## src/rtl/register_file_sb.sv

```systemverilog
// Register file with write-to-read bypass, busy scoreboard and post-reset clear sequencer.
// Register 0 can optionally be hardwired to zero.
module register_file_sb #(
    parameter int DataWidth  = 16,
    parameter int SelectSize = 3,
    parameter int ZeroReg    = 0
) (
    input  logic                  Clk,
    input  logic                  Reset,
    input  logic                  REG_WE,
    input  logic [SelectSize-1:0] REG_Dst,
    input  logic [DataWidth-1:0]  DIn,
    input  logic [SelectSize-1:0] REG_Src1,
    input  logic [SelectSize-1:0] REG_Src2,
    input  logic                  REG_Claim,
    input  logic [SelectSize-1:0] REG_ClaimSel,
    output logic [DataWidth-1:0]  SRC1,
    output logic [DataWidth-1:0]  SRC2,
    output logic                  Src1_Busy,
    output logic                  Src2_Busy,
    output logic                  Ready
);

    localparam int Depth = 1 << SelectSize;
    localparam logic [SelectSize-1:0] LastIdx = SelectSize'(Depth - 1);

    // state | meaning
    // CLEAR | zeroing reg[cnt_q], one register per edge
    // RUN   | normal operation: writes, claims, reads
    typedef enum logic {CLEAR, RUN} state_t;

    state_t                  state_q, state_d;
    logic [SelectSize-1:0]   cnt_q, cnt_d;
    logic [Depth-1:0]        busy_q, busy_d;
    logic [DataWidth-1:0]    regs_q [Depth];

    logic                    wr_en;
    logic [SelectSize-1:0]   wr_addr;
    logic [DataWidth-1:0]    wr_data;
    logic                    run_wr;
    logic                    run_claim;
    logic                    byp1, byp2;
    logic                    zero1, zero2;

    assign Ready = (state_q == RUN);

    // Writes and claims aimed at a hardwired-zero register 0 are dropped here.
    assign run_wr    = Ready && !REG_WE && !((ZeroReg != 0) && (REG_Dst == '0));
    assign run_claim = Ready && REG_Claim && !((ZeroReg != 0) && (REG_ClaimSel == '0));

    always_comb begin
        state_d = state_q;
        cnt_d   = cnt_q;
        busy_d  = busy_q;
        wr_en   = 1'b0;
        wr_addr = REG_Dst;
        wr_data = DIn;
        if (Reset) begin
            state_d = CLEAR;
            cnt_d   = '0;
            busy_d  = '0;
        end else if (state_q == CLEAR) begin
            wr_en   = 1'b1;
            wr_addr = cnt_q;
            wr_data = '0;
            cnt_d   = cnt_q + SelectSize'(1);
            if (cnt_q == LastIdx) begin
                state_d = RUN;
            end
        end else begin
            wr_en = run_wr;
            if (run_wr) begin
                busy_d[REG_Dst] = 1'b0;
            end
            // Claim after write: a new producer outranks the value landing now.
            if (run_claim) begin
                busy_d[REG_ClaimSel] = 1'b1;
            end
        end
    end

    always_ff @(posedge Clk) begin
        state_q <= state_d;
        cnt_q   <= cnt_d;
        busy_q  <= busy_d;
    end

    always_ff @(posedge Clk) begin
        if (wr_en) begin
            regs_q[wr_addr] <= wr_data;
        end
    end

    assign zero1 = (ZeroReg != 0) && (REG_Src1 == '0);
    assign zero2 = (ZeroReg != 0) && (REG_Src2 == '0);
    assign byp1  = !REG_WE && (REG_Dst == REG_Src1);
    assign byp2  = !REG_WE && (REG_Dst == REG_Src2);

    always_comb begin
        SRC1      = '0;
        SRC2      = '0;
        Src1_Busy = 1'b0;
        Src2_Busy = 1'b0;
        if (Ready) begin
            if (!zero1) begin
                SRC1      = byp1 ? DIn : regs_q[REG_Src1];
                Src1_Busy = busy_q[REG_Src1] && !byp1;
            end
            if (!zero2) begin
                SRC2      = byp2 ? DIn : regs_q[REG_Src2];
                Src2_Busy = busy_q[REG_Src2] && !byp2;
            end
        end
    end

endmodule

```

## config.mk

```make
export PLATFORM = sky130hd
export DESIGN_NAME = register_file_sb
export DESIGN_NICKNAME = d
export VERILOG_FILES = /design/src/rtl/register_file_sb.sv
export SDC_FILE = /design/constraint.sdc
export NUM_CORES = 1
export LEC_CHECK = 0
export CAP_MARGIN = 10
export CORE_MARGIN = 3
export CORE_UTILIZATION = 51
export DETAILED_ROUTE_END_ITERATION = 12
export GPL_TIMING_DRIVEN = 0
export PLACE_DENSITY_LB_ADDON = 0.1
export SYNTH_ARGS = -nofsm -noshare
export SYNTH_HDL_FRONTEND = slang
export SYNTH_SLANG_ARGS = --single-unit
```

## constraint.sdc

```tcl
create_clock -name Clk -period 2.9 [get_ports Clk]
set_clock_uncertainty 0.2 [all_clocks]
set_input_delay 0.29 -clock Clk [delete_from_list [all_inputs] [get_ports Clk]]
set_output_delay 0.29 -clock Clk [all_outputs]
set_load 0.005 [all_outputs]
```

==> After elaboration in Yosys (flattened, before gate mapping) <==
Memory sizes are Yosys's and may differ from the RTL's.
Cells that the tools add are included.
{ "op_classes": {"add_sub_neg": 1, "n_mul": 0, "n_div": 0, "order_cmp": 6, "eq_ne": 3, "n_shift": 0, "n_mux": 28, "n_bitwise": 3, "n_reduce_logical": 11} }
{ "op_table": {"columns": ["cell", "count"], "rows": [
  ["16-bit 2-to-1 mux", 6],
  ["8-bit 2-to-1 mux", 4],
  ["3-bit by 4-bit < comparator with 1-bit output, second input constant", 4],
  ["1-bit 2-to-1 mux", 12],
  ["8-bit bitwise AND", 1],
  ["1-bit logical AND", 8],
  ["8-bit inverter", 1],
  ["8-bit OR", 1],
  ["1-bit binary-select mux with 3-bit select", 2],
  ["1-bit demux with 3-bit select", 2],
  ["3-bit equality test", 2],
  ["3-bit by 1-bit greater-or-equal comparator with 1-bit output, second input constant", 2],
  ["3-bit 2-to-1 mux", 2],
  ["3-bit by 1-bit adder with 3-bit output, second input constant", 1],
  ["3-bit equality test, second input constant", 1],
  ["1-bit zero test", 3]
]} }
{ "totals": {"register_bits": 12, "latch_bits": 0, "ram_bits": 128, "romBits": 0, "in_bits": 32, "out_inout_bits": 35, "memories": 1} }
{ "memory_table": {"columns": ["memory", "depth", "width", "rd", "rd_clocked_by_memory_dff", "write_ports", "line_no", "source"], "rows": [
  ["regs_q", 8, 16, 2, 0, 1, "35", "logic [DataWidth-1:0] regs_q [Depth];"]
]} }

==> Logic depth before layout (Yosys ltp) <==
Gate-level depths: netlist (run 1).
{ "logic_depth": {"ltp_word": 11, "ltp_mapped": 7, "depth_no_buf": 4} }

==> Least setup slack after synthesis (run 1) <==
OpenSTA, ideal clock, no wires.
{ "synth_path": {"path_kind": "flip-flop to flip-flop", "from": "register state_q (netlist: Ready)", "to": "memory regs_q[0][0], enable pin", "t_arrival_ps": 1957, "required_ps": 2312, "slack_ps": 354, "stages_incl_launch_ff": 6, "path_buffers": 1, "synth_period_minus_slack_ps": 2546, "path_cell_list": "dfxtp_1 clkbuf_1 or3b_2 o21ai_0 nand2b_1 nor2_1"} }
{ "synth_via": {"elab_chain_len": 5, "elab_cells_between_ends": 7, "cone_classes": "mux: 6; reduce/logical: 1"} }
{ "synth_rtl": {"columns": ["element", "line_no", "source"], "rows": [
  ["start, declared", "32", "state_t state_q, state_d;"],
  ["start signal, assigned", "83", "state_q <= state_d;"],
  ["1-bit logical AND", "48", "assign run_wr = Ready && !REG_WE && !((ZeroReg != 0) && (REG_Dst == '0));"],
  ["1-bit 2-to-1 mux", "62", "end else if (state_q == CLEAR) begin"],
  ["1-bit 2-to-1 mux", "58", "if (Reset) begin"],
  ["1-bit 2-to-1 mux", "89", "if (wr_en) begin"],
  ["1-bit 2-to-1 mux (implied by the code)", "90", "regs_q[wr_addr] <= wr_data;"],
  ["end, declared", "35", null]
]} }
Several ways; a longest one is shown, not always the timed one.

==> Worst setup path in the final report (run 1) <==
{ "layout_path": {"from": "input REG_WE", "to": "output SRC2[10]"} }
{ "layout_via": {"elab_chain_len": 4} }
{ "layout_rtl": {"columns": ["element", "line_no", "source"], "rows": [
  ["start, declared", "10", "input logic REG_WE,"],
  ["1-bit zero test", "97", "assign byp2 = !REG_WE && (REG_Dst == REG_Src2);"],
  ["1-bit logical AND", "97", null],
  ["16-bit 2-to-1 mux", "110", "SRC2 = byp2 ? DIn : regs_q[REG_Src2];"],
  ["16-bit 2-to-1 mux", "104", "if (Ready) begin"],
  ["end, declared", "18", "output logic [DataWidth-1:0] SRC2,"]
]} }
No other way between the ends.

==> results of run 1 <==
## kinds of logic (layout without fill, tap and decap cells)
kind of cell	after synthesis	in the layout	share of synthesized area
AOI/OAI and AO/OA	146	146	0.111
xor gates and xnor gates	7	7	0.00869
adders and majority gates	2	2	0.00355
buffers and inverters	46	145	0.0358
DFF	140	140	0.579
muxes	104	104	0.215
and+or+nand+nor	65	65	0.0470
## flip-flops by register name (all words and copies together), names as in the netlist
| signal | flops |
|---|---|
| regs_q | 128 |
| busy_q | 8 |
| cnt_q | 3 |
| Ready | 1 |
## power by group
group	total (mW)	leakage, nW	internal (mW)	switching (mW)
clock network	2.06	0.261	1.19	0.872
registers	2.30	1.28	2.27	0.0284
logic	0.534	1.50	0.220	0.314
total	4.89	3.04	3.68	1.21
## layout by cell type, fill, tap and decap left out, drive strengths merged
master and instances:
a21o 1, a21oi 70, a31oi 4, and3 1
buf 35, bufinv 1, clkbuf 31, clkdlybuf4s50 53
clkinv 5, clkinvlp 5, dfxtp 12, dlygate4sd2 5
dlymetal6s2s 4, edfxtp 128, ha 2, inv 6
mux2i 66, mux4 38, nand2 10, nand2b 6
nand3 2, nand3b 1, nor2 21, nor2b 18
nor3 1, o21ai 39, o22ai 30, o31ai 2
or2 2, or3b 1, or4 2, xor2 7
## area by class of cell
class | instances | area, um^2
clock inverters | 15 | 141
flip-flops and latches | 140 | 4080
inverters | 2 | 7.51
repair buffers | 70 | 744
plain buffers | 41 | 318
well taps | 176 | 220
multi-input cells | 324 | 2840
fillers | 986 | 4620
clock buffers | 17 | 425
## worst register-to-register path, cell delays in order, from the launching register on
cell	delay, ps
dfxtp_1	380
nor2_1	350
clkbuf_1	500
a31oi_1	250
nor2_2	610
buf_8	240
## routing by layer
metal | global-route usage | vias to the layer above
li1 | - | 2196
met1 | 0.379 | 2519
met2 | 0.461 | 290
met3 | 0.0649 | 55
met4 | 0.118 | 0
met5 | 0 | -
## how the worst min path moves through the flow
| stage | start | to |
|---|---|---|
| floorplan | Reset | busy_q[6] |
| global placement | busy_q[2] | busy_q[2] |
| detailed placement | busy_q[3] | busy_q[3] |
| CTS | REG_Dst[2] | busy_q[0] |
| global route | REG_Dst[2] | busy_q[0] |
| finish | REG_Dst[2] | busy_q[0] |
==> reports/metrics.yaml, run 1 <==
placement:
  place.gp.congestion: 0.796
  placedInstanceArea_um2: 8040
  place_ws_ps: -438
  dp.cells: 756
  portBuffers: 62
  dp_hpwl_um: 13600
grt:
  grt_pass1_vias: 5099
  overflow: 0
  grt_pass1_wl_um: 30700
  grt_max_degree: 17
  antenna_found_initial: 0
  grt_use_total: 0.287
sta:
  max_slew_margin: 0.428
  hold_violations: 0
  worstMarginPinSlew_ps: 858
  tns_ps: 0
  worst_hold_slack_ps: 23.4
  finalCritPeriodShare: 0.984
  setup_violations: 0
  fin_crit_ps: 2850
  setup_ws_ps: 47.6
  rsz0062_at_grt: "no"
  slew_violations: 0
  fmax_mhz: 351
setup_path:
  worstPathArrival_ps: 2360
  cp-end-kind: "output port"
  start_kind: "input pin"
  timing.rr.start: "Ready"
  crit_buf_inv: 4
  crit_path_start: "REG_WE"
  worstPathMaxFanout: 10
  cp_common_cell: "clkdlybuf4s50_1"
  cp_cell_sequence: "clkdlybuf4s50_1, or4_1, clkbuf_4, buf_6, a21oi_1, clkdlybuf4s50_1"
  required_ps: 2410
  crit_slowest_cell: "or4_1"
  path_depth: 6
  path_delay_family: "buffers and inverters"
  r2r_setup_slack_ps: 80
  crit_end: "SRC2[10]"
  critical-path-max-stage-delay_ps: 530
  worstSetupPathType: "in -> out"
  worstReg2RegEnd: "regs_q[3][6]"
  rr_worst_depth: 5
logic_synthesis:
  netlist.area_leader.share: 0.545
  syn_avg_cell_area_um2: 13.8
  synth.net_count: 544
  synth_common_cells: "128 x edfxtp_1, 70 x a21oi_1, 66 x mux2i_1, 38 x mux4_2, 30 x o22ai_1"
  syn-cell-area_um2: 7060
  yosysTopAreaCell: "edfxtp_1"
  synth-edff-count: 128
  synth-seq-cells: 140
  seq_area_frac_synth: 0.579
  ys_warn_count: 0
  ys_types: 29
  synth_area_leaders: "edfxtp_1 54%, mux4_2 12%, mux2i_1 9.4%"
  yosys.cell_count.top_type: "edfxtp_1"
  ys.flop_type: "edfxtp_1"
  syn_inst: 510
  async_reset_ff_frac: 0
worst_hold_path:
  hold_class: "in -> reg"
  hold_depth: 3
detailed_routing:
  dr.first_iter.drc_count: 559
  top_layer_used: "met4"
  via_per_inst: 6.45
  wl_met1_um: 8200
  wl_met2_um: 10200
  routed_wl_um: 20700
  routedWlPerCell_um: 26.4
  first_pass_iters: 5
  dr_total_vias: 5060
  drc: 0
  dr_wl_met3_um: 1680
  ant_nets: 0
outcome:
  status: "complete, no violations"
die:
  fp.dieH_um: 124
  initial_core_util: 0.527
  die_w_um: 124
  row_count: 42
  pin_count: 67
  die_area_um2: 15300
  coreArea_um2: 13400
clock_network:
  cts.clk_slew.worst_paths_ps: 60
  root_buffer: "clkbuf_16"
  cts_buffers: 17
  insertion_delay_ps: 420
  clockBufferDepth: 2
  postCtsSetupBuffers: 0
  clock-sinks: 140
  htree_levels: 4
  cts_tree: "done"
  holdBufCountCts: 0
  cts_resized: 49
power:
  vdd_drop_max_mv: 0.456
  p_leak_nw: 3.04
  total_power_mw: 4.89
  p_per_area_nw_per_um2: 557
layout:
  drive_above_1_share: 0.238
  fin_area_um2: 8780
  stdcell_count: 785
  fin_util: 0.655
  syn_to_final_growth_pct: 24.5
  fin_nets: 630
  antennaDiodeCount: 0
flow_run:
  drv_cap: 0
(Power assumes the default switching activity.)
==> run 2, diff against run 1 <==
--- a/config.mk
+++ b/config.mk
@@ -6,7 +6,6 @@
 export NUM_CORES = 1
 export LEC_CHECK = 0
 export CAP_MARGIN = 10
-export CORE_MARGIN = 3
 export CORE_UTILIZATION = 51
 export DETAILED_ROUTE_END_ITERATION = 12
 export GPL_TIMING_DRIVEN = 0
==> run 2 against run 1 <==
Net effect: register-to-register slack improved by 120 ps; final cell count unchanged; global-route usage increased by 0.76 points; utilization increased by 1.1 points; sequential share of layout area decreased by 0.60 points; final area increased by 1.3%; setup slack got worse by 9.7 ps; wire length decreased by 3.6%; critical path type unchanged; largest cell class unchanged.
==> reports/metrics.yaml, run 2 (synthesized netlist as in run 1, its figures left out) <==
clock_network:
  cts_tree: "done"
  root_buffer: "clkbuf_16"
  cts.clk_slew.worst_paths_ps: 60
  cts_buffers: 17
  postCtsSetupBuffers: 0
  clockBufferDepth: 2
  clock-sinks: 140
  insertion_delay_ps: 430
  htree_levels: 4
  holdBufCountCts: 0
outcome:
  status: "complete, no violations"
grt:
  grt_pass1_vias: 5151
  grt_pass1_wl_um: 29800
  overflow: 0
  grt_use_total: 0.294
  antenna_found_initial: 0
  grt_max_degree: 17
layout:
  largest_register: "regs_q"
  final_cell_mix: "128 x edfxtp_1, 66 x mux2i_1, 61 x a21oi_1"
  syn_to_final_growth_pct: 26.1
  drive_above_1_share: 0.220
  fin_nets: 630
  final_common_cell: "edfxtp_1"
  nFillCells: 951
  reg_top3: "regs_q x128, busy_q x8, cnt_q x3"
  antennaDiodeCount: 0
  largest_reg_flops: 128
flow_run:
  drv_cap: 0
sta:
  fin_crit_ps: 2860
  worstMarginPinSlew_ps: 860
  finalCritPeriodShare: 0.987
  fmax_mhz: 349
  hold_violations: 0
  setup_ws_ps: 37.9
  max_slew_margin: 0.427
  slew_violations: 0
  setup_violations: 0
detailed_routing:
  drc: 0
  dr_total_vias: 5031
  top_layer_used: "met4"
  routed_wl_um: 20000
  dr_wl_met3_um: 1420
  wl_met1_um: 7860
  routedWlPerCell_um: 25.5
  via_per_inst: 6.41
  wl_met2_um: 10000
  dr.first_iter.drc_count: 509
  first_pass_iters: 5
  ant_nets: 0
die:
  pin_count: 67
  die_area_um2: 14300
  row_count: 42
  fp.dieH_um: 120
  initial_core_util: 0.529
  die_w_um: 120
  coreArea_um2: 13300
placement:
  place.gp.congestion: 0.848
  place_ws_ps: -382
  dp_hpwl_um: 13000
  portBuffers: 62
setup_path:
  required_ps: 2410
  worstPathArrival_ps: 2370
  worstPathMaxFanout: 10
  worstSetupPathType: "in -> out"
  cp-end-kind: "output port"
  start_kind: "input pin"
power:
  vdd_drop_max_mv: 0.449
  p_per_area_nw_per_um2: 599
  p_leak_nw: 3.11
  total_power_mw: 5.33
worst_hold_path:
  hold_class: "in -> reg"
[run 2: repair_timing]
action | CTS | global route
cloned | 0 | 0
gates resized for setup | 39 | 13
endpoints found under the setup margin | 32 | 40
[run 2: critical path, stage by stage]
cell and delay, ps:
clkdlybuf4s50_1 460, or4_1 550, clkbuf_4 200, buf_6 170, a21oi_2 170, clkdlybuf4s50_1 520
[run 2: layout make-up]
cell class,count,area (um^2),share of cell area
Tap cell,176,220,0.0248
Multi-Input combinational cell,324,2800,0.314
Clock buffer,18,429,0.0482
Inverter,2,7.51,0.000844
Buffer,41,315,0.0354
Timing Repair Buffer,70,796,0.0895
Sequential cell,140,4080,0.459
Clock inverter,14,248,0.0278
[run 2: per-stage QoR]
stage	std cells	hold WS (ps)	setup TNS, ps	util	instance area [um^2]
6_report	785	17.8	0	0.666	8900
5_1_grt	785	43.9	-87.2	0.666	8900
4_1_cts	786	12.9	0	0.663	8850
3_5_place_dp	756	285	-16430	0.606	8090
3_3_place_gp	748	279	-123010	0.592	7900
2_1_floorplan	510	159	0	-	7060
[run 2: final timing paths]
check	start	to	slack (ps)	cells past startpoint
worst max-delay path	REG_WE	SRC2[4]	40	6
worst min-delay path	REG_Dst[2]	busy_q[0]	20	3
worst max register to register	Ready	regs_q[1][3]	200	5
worst min register to register	busy_q[3]	busy_q[3]	290	2
[run 2: report_power, final]
group	leakage (nW)	total, mW	internal, mW	switching [mW]
sequential	1.28	2.30	2.27	0.0282
clock	0.325	2.51	1.69	0.820
combinational	1.50	0.526	0.223	0.303
total	3.11	5.33	4.18	1.15
[run 2: layer usage]
layer | vias up | global-route usage
met1 | 2541 | 0.358
met3 | 53 | 0.0627
met5 | - | 0
met2 | 239 | 0.500
li1 | 2198 | -
met4 | 0 | 0.138
